`config.mk`:
```
export PLATFORM = sky130hd
export DESIGN_NAME = fpu_dispatch_ctrl
export DESIGN_NICKNAME = d
export VERILOG_FILES = /design/src/rtl/fpu_pkg.sv /design/src/rtl/fpu_watchdog.sv /design/src/rtl/fpu_dispatch_ctrl.sv
export SDC_FILE = /design/constraint.sdc
export NUM_CORES = 1
export LEC_CHECK = 0
export BUFFER_PORTS_ARGS = -buffer_cell sky130_fd_sc_hd__buf_2
export CAP_MARGIN = 20
export CORE_ASPECT_RATIO = 0.8
export CORE_MARGIN = 2
export CORE_UTILIZATION = 30
export CTS_CLUSTER_DIAMETER = 50
export DETAILED_ROUTE_END_ITERATION = 8
export MAX_ROUTING_LAYER = met4
export SLEW_MARGIN = 20
export SYNTH_ARGS = -nofsm -noshare
export SYNTH_HDL_FRONTEND = slang
export SYNTH_SLANG_ARGS = --single-unit
```
`constraint.sdc`:
```
create_clock -name clk -period 2.25 [get_ports clk]
set_input_delay 0.45 -clock clk [delete_from_list [all_inputs] [get_ports clk]]
set_output_delay 0.45 -clock clk [all_outputs]
set_load 0.02 [all_outputs]
```
`src/rtl/fpu_pkg.sv`:
```
// Shared types, unit indices, flag positions and IEEE-layout helpers for the FPU dispatch controller.
package fpu_pkg;

   typedef enum logic [1:0] {
      FN_ADD = 2'd0,
      FN_SUB = 2'd1,
      FN_DIV = 2'd2,
      FN_MUL = 2'd3
   } funct_e;

   typedef enum logic [1:0] {
      S_IDLE,
      S_ISSUE,
      S_WAIT,
      S_HOLD
   } state_e;

   localparam logic [1:0] U_ADD = 2'd0;
   localparam logic [1:0] U_DIV = 2'd1;
   localparam logic [1:0] U_MUL = 2'd2;

   localparam int unsigned FLG_ZERO    = 0;
   localparam int unsigned FLG_OVF     = 1;
   localparam int unsigned FLG_UND     = 2;
   localparam int unsigned FLG_TIMEOUT = 3;
   localparam int unsigned FLG_INVALID = 4;

   // Helpers work on a zero-extended container so one definition serves any EXP_W/MAN_W.
   localparam int unsigned FP_MAX_W = 64;

   function automatic logic [1:0] unit_of(input funct_e f);
      case (f)
         FN_DIV:  return U_DIV;
         FN_MUL:  return U_MUL;
         default: return U_ADD;
      endcase
   endfunction

   function automatic logic is_nan(input logic [FP_MAX_W-1:0] x,
                                   input int unsigned exp_w,
                                   input int unsigned man_w);
      logic exp_ones;
      logic man_nz;
      exp_ones = 1'b1;
      man_nz   = 1'b0;
      for (int unsigned i = 0; i < FP_MAX_W; i++) begin
         if (i < man_w)
            man_nz = man_nz | x[i];
         else if (i < man_w + exp_w)
            exp_ones = exp_ones & x[i];
      end
      return exp_ones & man_nz;
   endfunction

   function automatic logic [FP_MAX_W-1:0] qnan(input int unsigned exp_w,
                                                input int unsigned man_w);
      logic [FP_MAX_W-1:0] r;
      r = '0;
      for (int unsigned i = 0; i < FP_MAX_W; i++)
         r[i] = (i == man_w - 1) || ((i >= man_w) && (i < man_w + exp_w));
      return r;
   endfunction

endpackage

```
`src/rtl/fpu_watchdog.sv`:
```
// Wait-phase cycle counter; expired flags the last permitted wait cycle (count == TIMEOUT-1).
module fpu_watchdog #(
   parameter int unsigned TIMEOUT = 64
) (
   input  logic clk,
   input  logic rst_n,
   input  logic clear,
   input  logic enable,
   output logic expired
);

   localparam int unsigned CNT_W = $clog2(TIMEOUT + 1);

   logic [CNT_W-1:0] count;

   always_ff @(posedge clk or negedge rst_n) begin
      if (!rst_n)
         count <= '0;
      else if (clear)
         count <= '0;
      else if (enable)
         count <= count + CNT_W'(1);
   end

   assign expired = enable && (count == CNT_W'(TIMEOUT - 1));

endmodule

```
`src/rtl/fpu_dispatch_ctrl.sv`:
```
// FPU front-end: accepts one op, starts exactly one arithmetic unit, waits under a watchdog,
// and holds result/flags/tag until the consumer takes them.
module fpu_dispatch_ctrl
   import fpu_pkg::*;
#(
   parameter int unsigned EXP_W   = 8,
   parameter int unsigned MAN_W   = 23,
   parameter int unsigned TAG_W   = 4,
   parameter int unsigned TIMEOUT = 64,
   localparam int unsigned WIDTH  = 1 + EXP_W + MAN_W
) (
   input  logic               clk,
   input  logic               rst_n,
   input  logic               in_valid,
   output logic               in_ready,
   input  logic [1:0]         in_funct,
   input  logic [WIDTH-1:0]   in_a,
   input  logic [WIDTH-1:0]   in_b,
   input  logic [TAG_W-1:0]   in_tag,
   output logic               out_valid,
   input  logic               out_ready,
   output logic [WIDTH-1:0]   out_result,
   output logic [4:0]         out_flags,
   output logic [TAG_W-1:0]   out_tag,
   output logic [2:0]         unit_start,
   output logic               unit_sub,
   output logic [WIDTH-1:0]   unit_a,
   output logic [WIDTH-1:0]   unit_b,
   input  logic [3*WIDTH-1:0] unit_res,
   input  logic [2:0]         unit_done,
   input  logic [8:0]         unit_flags
);

   localparam logic [FP_MAX_W-1:0] QNAN_FULL = qnan(EXP_W, MAN_W);
   localparam logic [WIDTH-1:0]    QNAN      = QNAN_FULL[WIDTH-1:0];

   state_e             state_q, state_d;
   logic [1:0]         sel_q;
   logic               op_nan_q;
   logic [TAG_W-1:0]   tag_q;
   logic               accept;
   logic               done_sel;
   logic [WIDTH-1:0]   sel_res;
   logic [2:0]         sel_flags;
   logic [4:0]         unit_flags_n;
   logic               wd_expired;
   logic [FP_MAX_W-1:0] a_ext, b_ext;

   assign accept    = (state_q == S_IDLE) && in_valid;
   assign in_ready  = (state_q == S_IDLE);
   assign out_valid = (state_q == S_HOLD);
   assign a_ext     = FP_MAX_W'(in_a);
   assign b_ext     = FP_MAX_W'(in_b);

   fpu_watchdog #(
      .TIMEOUT(TIMEOUT)
   ) u_watchdog (
      .clk    (clk),
      .rst_n  (rst_n),
      .clear  (state_q == S_ISSUE),
      .enable (state_q == S_WAIT),
      .expired(wd_expired)
   );

   // Only the selected unit's done/result/flags are visible; the other units are ignored.
   always_comb begin
      done_sel  = unit_done[0];
      sel_res   = unit_res[WIDTH-1:0];
      sel_flags = unit_flags[2:0];
      case (sel_q)
         U_DIV: begin
            done_sel  = unit_done[1];
            sel_res   = unit_res[2*WIDTH-1:WIDTH];
            sel_flags = unit_flags[5:3];
         end
         U_MUL: begin
            done_sel  = unit_done[2];
            sel_res   = unit_res[3*WIDTH-1:2*WIDTH];
            sel_flags = unit_flags[8:6];
         end
         default: ;
      endcase
      unit_flags_n              = '0;
      unit_flags_n[FLG_UND]     = sel_flags[2];
      unit_flags_n[FLG_OVF]     = sel_flags[1];
      unit_flags_n[FLG_ZERO]    = sel_flags[0];
   end

   always_comb begin
      unit_start = '0;
      if ((state_q == S_ISSUE) && !op_nan_q) begin
         case (sel_q)
            U_DIV:   unit_start[1] = 1'b1;
            U_MUL:   unit_start[2] = 1'b1;
            default: unit_start[0] = 1'b1;
         endcase
      end
   end

   always_comb begin
      state_d = state_q;
      case (state_q)
         S_IDLE:  if (in_valid) state_d = S_ISSUE;
         S_ISSUE: state_d = op_nan_q ? S_HOLD : S_WAIT;
         S_WAIT:  if (done_sel || wd_expired) state_d = S_HOLD;
         S_HOLD:  if (out_ready) state_d = S_IDLE;
         default: state_d = S_IDLE;
      endcase
   end

   always_ff @(posedge clk or negedge rst_n) begin
      if (!rst_n)
         state_q <= S_IDLE;
      else
         state_q <= state_d;
   end

   // NaN screening is done at accept so ISSUE only needs a registered bit.
   always_ff @(posedge clk or negedge rst_n) begin
      if (!rst_n) begin
         unit_a     <= '0;
         unit_b     <= '0;
         unit_sub   <= 1'b0;
         sel_q      <= U_ADD;
         op_nan_q   <= 1'b0;
         tag_q      <= '0;
         out_result <= '0;
         out_flags  <= '0;
         out_tag    <= '0;
      end else begin
         if (accept) begin
            unit_a   <= in_a;
            unit_b   <= in_b;
            unit_sub <= (funct_e'(in_funct) == FN_SUB);
            sel_q    <= unit_of(funct_e'(in_funct));
            op_nan_q <= is_nan(a_ext, EXP_W, MAN_W) | is_nan(b_ext, EXP_W, MAN_W);
            tag_q    <= in_tag;
         end
         if ((state_q == S_ISSUE) && op_nan_q) begin
            out_result             <= QNAN;
            out_flags              <= '0;
            out_flags[FLG_INVALID] <= 1'b1;
            out_tag                <= tag_q;
         end
         if (state_q == S_WAIT) begin
            if (done_sel) begin
               out_result <= sel_res;
               out_flags  <= unit_flags_n;
               out_tag    <= tag_q;
            end else if (wd_expired) begin
               out_result             <= QNAN;
               out_flags              <= '0;
               out_flags[FLG_TIMEOUT] <= 1'b1;
               out_tag                <= tag_q;
            end
         end
      end
   end

endmodule

```
==> results of run 1 <==
power groups by stage:
stage,clock (mW),combinational (mW),sequential [mW]
2_1_floorplan,0,2.82,4.92
3_3_place_gp,0,5.84,3.81
3_5_place_dp,0,5.87,3.82
4_1_cts,2.77,5.89,3.81
5_1_grt,2.86,6.39,3.96
6_report,2.71,5.83,3.81
metal layers:
| metal | vias up | global-route usage | routed length [um] |
|---|---|---|---|
| met5 | - | - | 0 |
| met4 | 0 | 0.0599 | 210 |
| met3 | 17 | 0.0561 | 1470 |
| met2 | 216 | 0.301 | 8310 |
| met1 | 2298 | 0.217 | 7430 |
| li1 | 2322 | - | - |
cell usage after synthesis:
master	instances
a21oi_1	13
a22o_1	26
a22oi_1	36
a22oi_2	1
a2bb2oi_1	9
and2_1	5
and2_4	1
buf_1	7
buf_2	6
buf_4	2
buf_6	4
clkbuf_1	15
dfrtp_1	122
ha_1	7
inv_1	12
mux2_2	74
mux2_4	1
mux2i_1	1
nand2_1	39
nand2_2	1
nand2b_1	2
nand3_1	2
nand3b_1	1
nand4_1	7
nand4_2	1
nor2_1	13
nor2b_1	2
nor3_1	4
nor3_4	1
nor3b_1	1
nor4_1	10
o21a_1	1
o21ai_0	32
o21ai_2	2
o22a_1	1
o22ai_1	3
o31a_1	1
o32ai_1	1
xnor2_1	1
xor2_1	1
stage by stage:
stage | hold slack (ns) | worst slack (ns)
floorplan | 0.154 | 0.392
global placement | 0.447 | 0.361
global route | 0.265 | 0.00216
finish | 0.260 | 0.105
detailed placement | 0.444 | 0.336
CTS | 0.239 | 0.00120
state kept, by name, indices dropped and copies added (netlist names):
signal and flops:
out_result 32, out_flags 5, tag_q 4, op_nan_q 1
u_watchdog.count 7, unit_b 32, sel_q 2, unit_a 32
out_tag 4, state_q 2, unit_sub 1
cell type report:
| type | instances | share of cell area |
|---|---|---|
| clock inverter | 15 | 0.0193 |
| inverter | 12 | 0.00569 |
| tap | 230 | 0.0363 |
| antenna | 1 | 0.000316 |
| sequential | 122 | 0.385 |
| clock buffer | 17 | 0.0537 |
| multi-input combinational | 301 | 0.293 |
| timing repair buffer | 309 | 0.206 |
kinds of logic (layout without fill, tap and decap cells):
logic type | Yosys count | in the layout
xor gates and xnor gates | 2 | 2
AOI/OAI and AO/OA | 126 | 126
and+or+nand+nor | 90 | 90
other | 0 | 1
adders and majority gates | 7 | 7
buffers and inverters | 46 | 353
DFF | 122 | 122
muxes | 76 | 76
repair_timing:
| action | 4_1_cts | 5_1_grt |
|---|---|---|
| endpoints found under the setup margin | 3 | 3 |
| gates resized for setup | 2 | 2 |
| hold endpoints to repair | 22 | 0 |
| hold buffers | 1 | 0 |
layout by cell type (no fill, tap or decap), types with 2 or more instances in the layout:
cell | synthesis | routed
a21oi_1 | 13 | 13
a22o_1 | 26 | 26
a22oi_1 | 36 | 36
a2bb2oi_1 | 9 | 9
and2_1 | 5 | 5
buf_12 | 0 | 3
buf_2 | 6 | 291
buf_4 | 2 | 13
clkbuf_16 | 0 | 17
clkinvlp_4 | 0 | 3
dfrtp_1 | 122 | 122
ha_1 | 7 | 5
inv_1 | 12 | 12
inv_6 | 0 | 6
inv_8 | 0 | 3
mux2_2 | 74 | 74
nand2_1 | 39 | 38
nand2b_1 | 2 | 2
nand3_1 | 2 | 2
nand4_1 | 7 | 7
nor2_1 | 13 | 13
nor3_1 | 4 | 4
nor4_1 | 10 | 10
o21ai_0 | 32 | 32
o21ai_2 | 2 | 2
o22ai_1 | 3 | 3
worst paths after layout:
kind	to	depth (start not counted)
max	unit_start[0]	5
min	unit_b[31]	2
max reg2reg	unit_b[0]	5
min reg2reg	unit_sub	2
max in group asynchronous	out_result[2]	3
min in group asynchronous	out_result[17]	2
==> run_results.csv, run 1 <==
group,metric,value,unit
yosys,synth.distinct_cells,40,
detailed_routing,drcViolationCount,0,
finish,seq_area,3050,um2
global_routing,grt_max_degree,49,
detailed_routing,wl,17.4,mm
sta,report.final.slew_viol_count,0,
place,port_buffers,292,
clocking,cts.sinks,122,
place,placed_cell_area,7310,um2
finish,multi_input_area,2320,um2
setup_path,crit_family,"flip-flops",
pwr,ir_drop,0.645,mV
yosys,synth_warnings,0,
yosys,synth_top_family_by_area,"compound AO/OA/AOI/OAI gates",
pwr,swShare,0.415,
pwr,pwr-share-comb,0.472,
yosys,synth_area_per_cell,11.9,um2
yosys,synth_top_area_frac,0.549,
sta,timing.fmax,466,MHz
yosys,synth_compound_area_frac,0.159,
die,die_h,126,um
setup_path,cp_data_required_time,1.80,ns
clocking,cts_tree,"built",
global_routing,grt_pass1_wl,27.0,mm
outcome,status,"finished clean",
finish,area_delta_synth_final,42.3,%
finish,post-route-util,0.436,
clocking,ctsLongestPathBuffers,2,
clocking,clk_latency,0.42,ns
place,dp_cells,973,
setup_path,r2r_slack,0.38,ns
global_routing,antenna_found_initial,1,
die,pin_count,293,
setup_path,cpPeakStageDelay,0.41,ns
detailed_routing,wire_per_inst,17.3,um
clocking,cts_setup_buffers,0,
detailed_routing,dr.pass1.iters,5,
sta,finalSetupTns,0,ns
sta,setup_violations,0,
die,coreArea,18200,um2
detailed_routing,dr.first_iter.drc_count,224,
setup_path,crit_type,"flip-flop to primary output",
pwr,powerDensity,1560,nW/um2
pwr,internal_power,7.22,mW
detailed_routing,vias_per_cell,4.82,
sta,grt_setup_unrepaired,"no",
pwr,leakage,3.88,nW
finish,nFillCells,1780,
yosys,syn_area,5570,um2
clocking,cts_made_buffers,17,
sta,tightest_slew,0.471,ns
global_routing,track_usage,0.184,
finish,fin_area,7920,um2
setup_path,path_max_fanout,10,
setup_path,crit_path_start_kind,"flip-flop",
setup_path,slowest_stage,"dfrtp_1",
sta,relSlewSlack,0.686,
place,hpwl,13.2,mm
hold_path,hold_class,"primary input to flip-flop",
clocking,root_buffer,"clkbuf_16",
global_routing,grt_pass1_vias,4997,
finish,final_cells,1007,
setup_path,crit_start,"state_q[1]",
pwr,clkPwrFrac,0.219,
setup_path,path_cells,"inv_1 > ha_4 > nor2b_2 > and2_1 > buf_2",
yosys,synth_xor_area_frac,0.00315,
flow_run,drv_cap,0,
die,die_x,156,um
sta,finalCritPeriodShare,0.954,
yosys,synth_simple_gate_area_frac,0.0803,
pwr,power.total,12.3,mW
yosys,synthesis.nets,658,
die,dieArea,19700,um2
setup_path,r2r_start,"state_q[0]",
setup_path,crit_path_end_kind,"primary output",
detailed_routing,ant_nets,0,
die,start_util,0.306,
setup_path,critical_path_buf_inv_count,2,
place,gp_congestion,0.775,
yosys,ys_ff_latch,122,
yosys,ys_seq_area_frac,0.549,
pwr,seq_power_share,0.309,
global_routing,overflow,0,
die,rows,44,
yosys,netlist_top_cells_area,"dfrtp_1 (55%), mux2_2 (15%), a22oi_1 (4.9%)",
yosys,synthMuxAreaShare,0.154,
pwr,p_sw,5.12,mW
setup_path,arrival,1.70,ns
clocking,path_clk_slew,0.06,ns
finish,drive_gt1_frac,0.549,
yosys,synth_fa_ha_area_frac,0.0157,
sta,period_minus_slack,2.15,ns
hold_path,hold_start,"in_b[31]",
finish,nets,952,
yosys,synth.largest_area_cell,"dfrtp_1",
detailed_routing,via_count,4853,
clocking,cts.htree.levels,4,
sta,hold_viol_final,0,
sta,fin_worst_skew,0.0107,ns
yosys,synthCells,469,
No activity file was read; power rests on OpenSTA's default activity.
==> run 2: changes to the inputs <==
Settings changed: SETUP_SLACK_MARGIN set to 0.15.
==> run 2 against run 1 <==
Cell count up 0.30%. Fmax grew 5.5%. Final area rose by 0.93%. Flip-flop and latch count unchanged. Clock power hardly changed. Core utilization up 0.41 points. Clock skew is 0.0011 ns lower. Count of clock-buffer cells in the layout did not move. Combinational power is 3% higher. Non-clock buffer count grew 3. Register-to-register slack about the same. Largest cell class unchanged.
==> run_results.csv, run 2 (same netlist as run 1, synthesis figures left out) <==
group,metric,value,unit
pwr,leakage,3.91,nW
place,port_buffers,292,
clocking,ctsLongestPathBuffers,2,
die,start_util,0.306,
detailed_routing,dr.pass1.iters,4,
setup_path,crit_path_start_kind,"flip-flop",
finish,area_delta_synth_final,43.7,%
hold_path,hold_class,"primary input to flip-flop",
sta,setup_violations,0,
global_routing,overflow,0,
pwr,ir_drop,0.645,mV
clocking,path_clk_slew,0.06,ns
die,pin_count,293,
die,dieArea,19700,um2
global_routing,antenna_found_initial,1,
pwr,powerDensity,1560,nW/um2
finish,largest_registers,"out_result (32), unit_a (32), unit_b (32)",
global_routing,track_usage,0.186,
detailed_routing,via_count,4880,
global_routing,grt_pass1_vias,5002,
detailed_routing,dr.max_layer_used,"met4",
clocking,cts.htree.levels,4,
sta,relSlewSlack,0.686,
die,rows,44,
finish,final_common_cell,"buf_2",
clocking,cts_made_buffers,17,
detailed_routing,wl_met1,7.43,mm
setup_path,r2r_start,"state_q[0]",
sta,fin_ws,0.217,ns
clocking,cts_tree,"built",
detailed_routing,dr.first_iter.drc_count,239,
detailed_routing,wire_per_inst,17.5,um
sta,fin_worst_skew,0.00953,ns
sta,report.final.slew_viol_count,0,
setup_path,cp_data_required_time,1.80,ns
place,gp_congestion,0.775,
die,die_h,126,um
global_routing,grt_pass1_wl,27.2,mm
setup_path,endpoint,"unit_start[0]",
sta,finalCritPeriodShare,0.904,
detailed_routing,wl_met2,8.39,mm
place,place_ws,0.336,ns
detailed_routing,ant_nets,0,
setup_path,crit_start,"state_q[1]",
detailed_routing,wl,17.6,mm
setup_path,ff2ff_path_depth,5,
setup_path,r2r_slack,0.37,ns
finish,final_cell_mix,"buf_2 (291), dfrtp_1 (122), mux2_2 (74)",
outcome,status,"finished clean",
setup_path,path_max_fanout,6,
sta,hold_viol_final,0,
setup_path,crit_type,"flip-flop to primary output",
clocking,root_buffer,"clkbuf_16",
finish,nets,955,
sta,finalSetupTns,0,ns
setup_path,timing.rr.end,"unit_b[0]",
clocking,cts.sinks,122,
global_routing,grt_max_degree,49,
detailed_routing,vias_per_cell,4.83,
sta,tightest_slew,0.471,ns
setup_path,arrival,1.58,ns
sta,grt_setup_unrepaired,"yes",
sta,period_minus_slack,2.03,ns
sta,timing.fmax,492,MHz
die,die_x,156,um
finish,drive_gt1_frac,0.553,
detailed_routing,drcViolationCount,0,
place,hpwl,13.2,mm
clocking,clk_latency,0.42,ns
detailed_routing,met3_length,1.53,mm
flow_run,drv_cap,0,
die,coreArea,18200,um2
setup_path,crit_path_end_kind,"primary output",
run 2: cell count changes in the layout (fill, tap and decap cells not counted), sizes merged:
cell,change
buf,+1
clkbuf,+1
bufbuf,+1
run 2: layer usage:
layer,track usage,vias up
met1,0.218,2312
met5,-,-
met4,0.0669,0
met3,0.0568,21
li1,-,2327
met2,0.302,220
run 2: power breakdown:
group	internal, mW	leakage, nW	switching [mW]
registers	3.25	1.48	0.565
clock network	1.56	0.277	1.14
logic	2.53	2.16	3.46
run 2: cell type report:
class,instances,area (um2)
fillers,1778,10200
diodes,1,2.50
repair buffers,312,1700
clock buffers,17,425
flip-flops and latches,122,3050
clock inverters,15,153
inverters,12,45.0
well taps,230,288
multi-input cells,301,2330
run 2: how the worst min path moves through the flow:
| stage | startpoint | end | slack (ns) | depth (start not counted) |
|---|---|---|---|---|
| after CTS | in_b[31] | unit_b[31] | 0.24 | 2 |
| after global placement | rst_n | out_result[13] | 0.45 | 1 |
| after detailed placement | rst_n | out_result[13] | 0.44 | 1 |
| after global routing | in_b[13] | unit_b[13] | 0.26 | 2 |
| final | in_b[31] | unit_b[31] | 0.26 | 2 |
| after floorplan | rst_n | op_nan_q | 0.15 | 0 |
run 2: repair_timing:
action | CTS | global route
gates cloned | 1 | 0
resized for setup | 9 | 3
buffers inserted | 0 | 2
hold buffers | 1 | 0
setup endpoints to repair | 3 | 3
endpoints found under the hold margin | 22 | 0
run 2: through the flow:
stage	power (mW)	hold WS, ns	utilization	instance area, um2	std cells
2_1_floorplan	7.73	0.154	-	5570	469
3_3_place_gp	9.65	0.447	0.402	7310	973
3_5_place_dp	9.69	0.444	0.402	7310	973
4_1_cts	12.6	0.239	0.439	7970	1007
5_1_grt	13.4	0.265	0.440	8000	1010
6_report	12.5	0.260	0.440	8000	1010
run 2: critical path, stage by stage (launching register included):
cell,delay [ns]
dfrtp_1,0.41
inv_2,0.10
ha_4,0.17
nor2b_4,0.17
and2_1,0.15
buf_2,0.17
==> run 3: changes to the inputs <==
Settings changed: CAP_MARGIN 20 to unset, CORE_UTILIZATION 30 to 25.
==> run 3 against run 2 <==
The flow now finishes with violations (hold timing). Die area up 19%. Power up 1.8%. Fmax up 0.64%. Critical path type unchanged.
==> run_results.csv, run 3 (same netlist as run 1, synthesis figures left out) <==
group,metric,value,unit
die,die_x,171,um
sta,period_minus_slack,2.02,ns
clocking,cts_tree,"built",
finish,area_delta_synth_final,46.2,%
detailed_routing,wl_met2,8.41,mm
hold_path,hold_class,"primary input to async pin",
finish,multi_input_area,2340,um2
detailed_routing,wire_per_inst,16.5,um
clocking,ctsLongestPathBuffers,2,
finish,fin_area,8140,um2
detailed_routing,ant_nets,0,
place,gp_congestion,0.781,
sta,report.final.slew_viol_count,0,
die,start_util,0.257,
sta,setup_violations,0,
clocking,clk_latency,0.42,ns
global_routing,grt_pass1_wl,26.0,mm
place,place_ws,0.344,ns
finish,nets,954,
detailed_routing,vias_per_cell,4.49,
place,port_buffers,292,
die,rows,48,
finish,post-route-util,0.375,
sta,hold_viol_final,1,
finish,final_common_cell,"buf_2",
clocking,cts.sinks,122,
detailed_routing,wl_met1,7.64,mm
finish,largest_registers,"out_result (32), unit_a (32), unit_b (32)",
global_routing,grt_pass1_vias,4801,
finish,final_cell_mix,"buf_2 (290), dfrtp_1 (122), mux2_2 (74)",
clocking,path_clk_slew,0.07,ns
global_routing,track_usage,0.151,
clocking,root_buffer,"clkbuf_16",
setup_path,path_max_fanout,5,
finish,seq_area,3050,um2
sta,finalCritPeriodShare,0.898,
place,dp_cells,1039,
detailed_routing,via_count,4847,
sta,fin_ws,0.230,ns
finish,nFillCells,2206,
pwr,ir_drop,0.681,mV
clocking,ctsHoldBuffers,0,
sta,finalSetupTns,0,ns
detailed_routing,wl,17.8,mm
sta,hold-worst-slack,-0.00250,ns
detailed_routing,dr.max_layer_used,"met4",
global_routing,overflow,0,
die,pin_count,293,
clocking,cts_made_buffers,17,
die,die_h,137,um
setup_path,cp_data_required_time,1.80,ns
outcome,violations,"hold timing",
finish,final_cells,1080,
die,coreArea,21700,um2
detailed_routing,drcViolationCount,0,
setup_path,crit_path_start_kind,"flip-flop",
place,placed_cell_area,7390,um2
sta,timing.fmax,495,MHz
place,hpwl,13.7,mm
sta,grt_setup_unrepaired,"yes",
setup_path,r2r_slack,0.32,ns
flow_run,drv_cap,0,
detailed_routing,dr.pass1.iters,4,
clocking,cts.htree.levels,4,
setup_path,crit_path_end_kind,"primary output",
setup_path,crit_type,"flip-flop to primary output",
outcome,status,"complete, but fails checks",
sta,fin_worst_skew,0.0149,ns
detailed_routing,met3_length,1.64,mm
setup_path,arrival,1.57,ns
detailed_routing,dr.first_iter.drc_count,197,
finish,drive_gt1_frac,0.554,
pwr,leakage,3.94,nW
global_routing,antenna_found_initial,2,
global_routing,grt_max_degree,55,
die,dieArea,23500,um2
sta,tightest_slew,0.529,ns
pwr,powerDensity,1570,nW/um2
sta,relSlewSlack,0.648,
run 3: timing repair:
action / 4_1_cts / 5_1_grt
setup buffers: 0 / 6
resized for setup: 9 / 7
gates cloned: 0 / 1
setup endpoints to repair: 3 / 3
run 3: area by class of cell:
cell class              instances  area share
clock inverters                15      0.0217
clock buffers                  17      0.0523
multi-input cells             301       0.287
flip-flops and latches        122       0.375
well taps                     300      0.0461
inverters                      12     0.00553
diodes                          2    0.000615
repair buffers                311       0.212
run 3: per-stage QoR:
step	power [mW]	hold slack, ns
5_1_grt	13.6	0.0264
2_1_floorplan	7.73	0.154
6_report	12.7	-0.00250
3_3_place_gp	9.63	0.465
3_5_place_dp	9.70	0.466
4_1_cts	12.7	0.00748
run 3: critical path: stages, from the launching register on:
cell and delay (ns):
dfrtp_1 0.40, inv_1 0.11, ha_4 0.24, buf_8 0.13, and2_1 0.13, buf_4 0.15
run 3: worst paths after layout:
kind                             from             to  cells past startpoint
setup / recovery             sel_q[0]  unit_start[0]                      5
setup reg to reg           state_q[0]     unit_a[15]                      5
hold / removal                  rst_n     unit_b[12]                      1
min in group clk            in_tag[2]       tag_q[2]                      2
hold reg to reg              unit_sub       unit_sub                      2
max in group asynchronous       rst_n     unit_a[12]                      2
run 3: metal layers:
metal	GRT usage	vias up
met5	-	-
met3	0.0531	11
met1	0.180	2268
met4	0.0372	0
li1	-	2335
met2	0.244	233
run 3: power by group:
group          internal, mW  switching [mW]
logic                  2.65            3.48
registers              3.25           0.563
clock network          1.68            1.13
total                  7.57            5.17
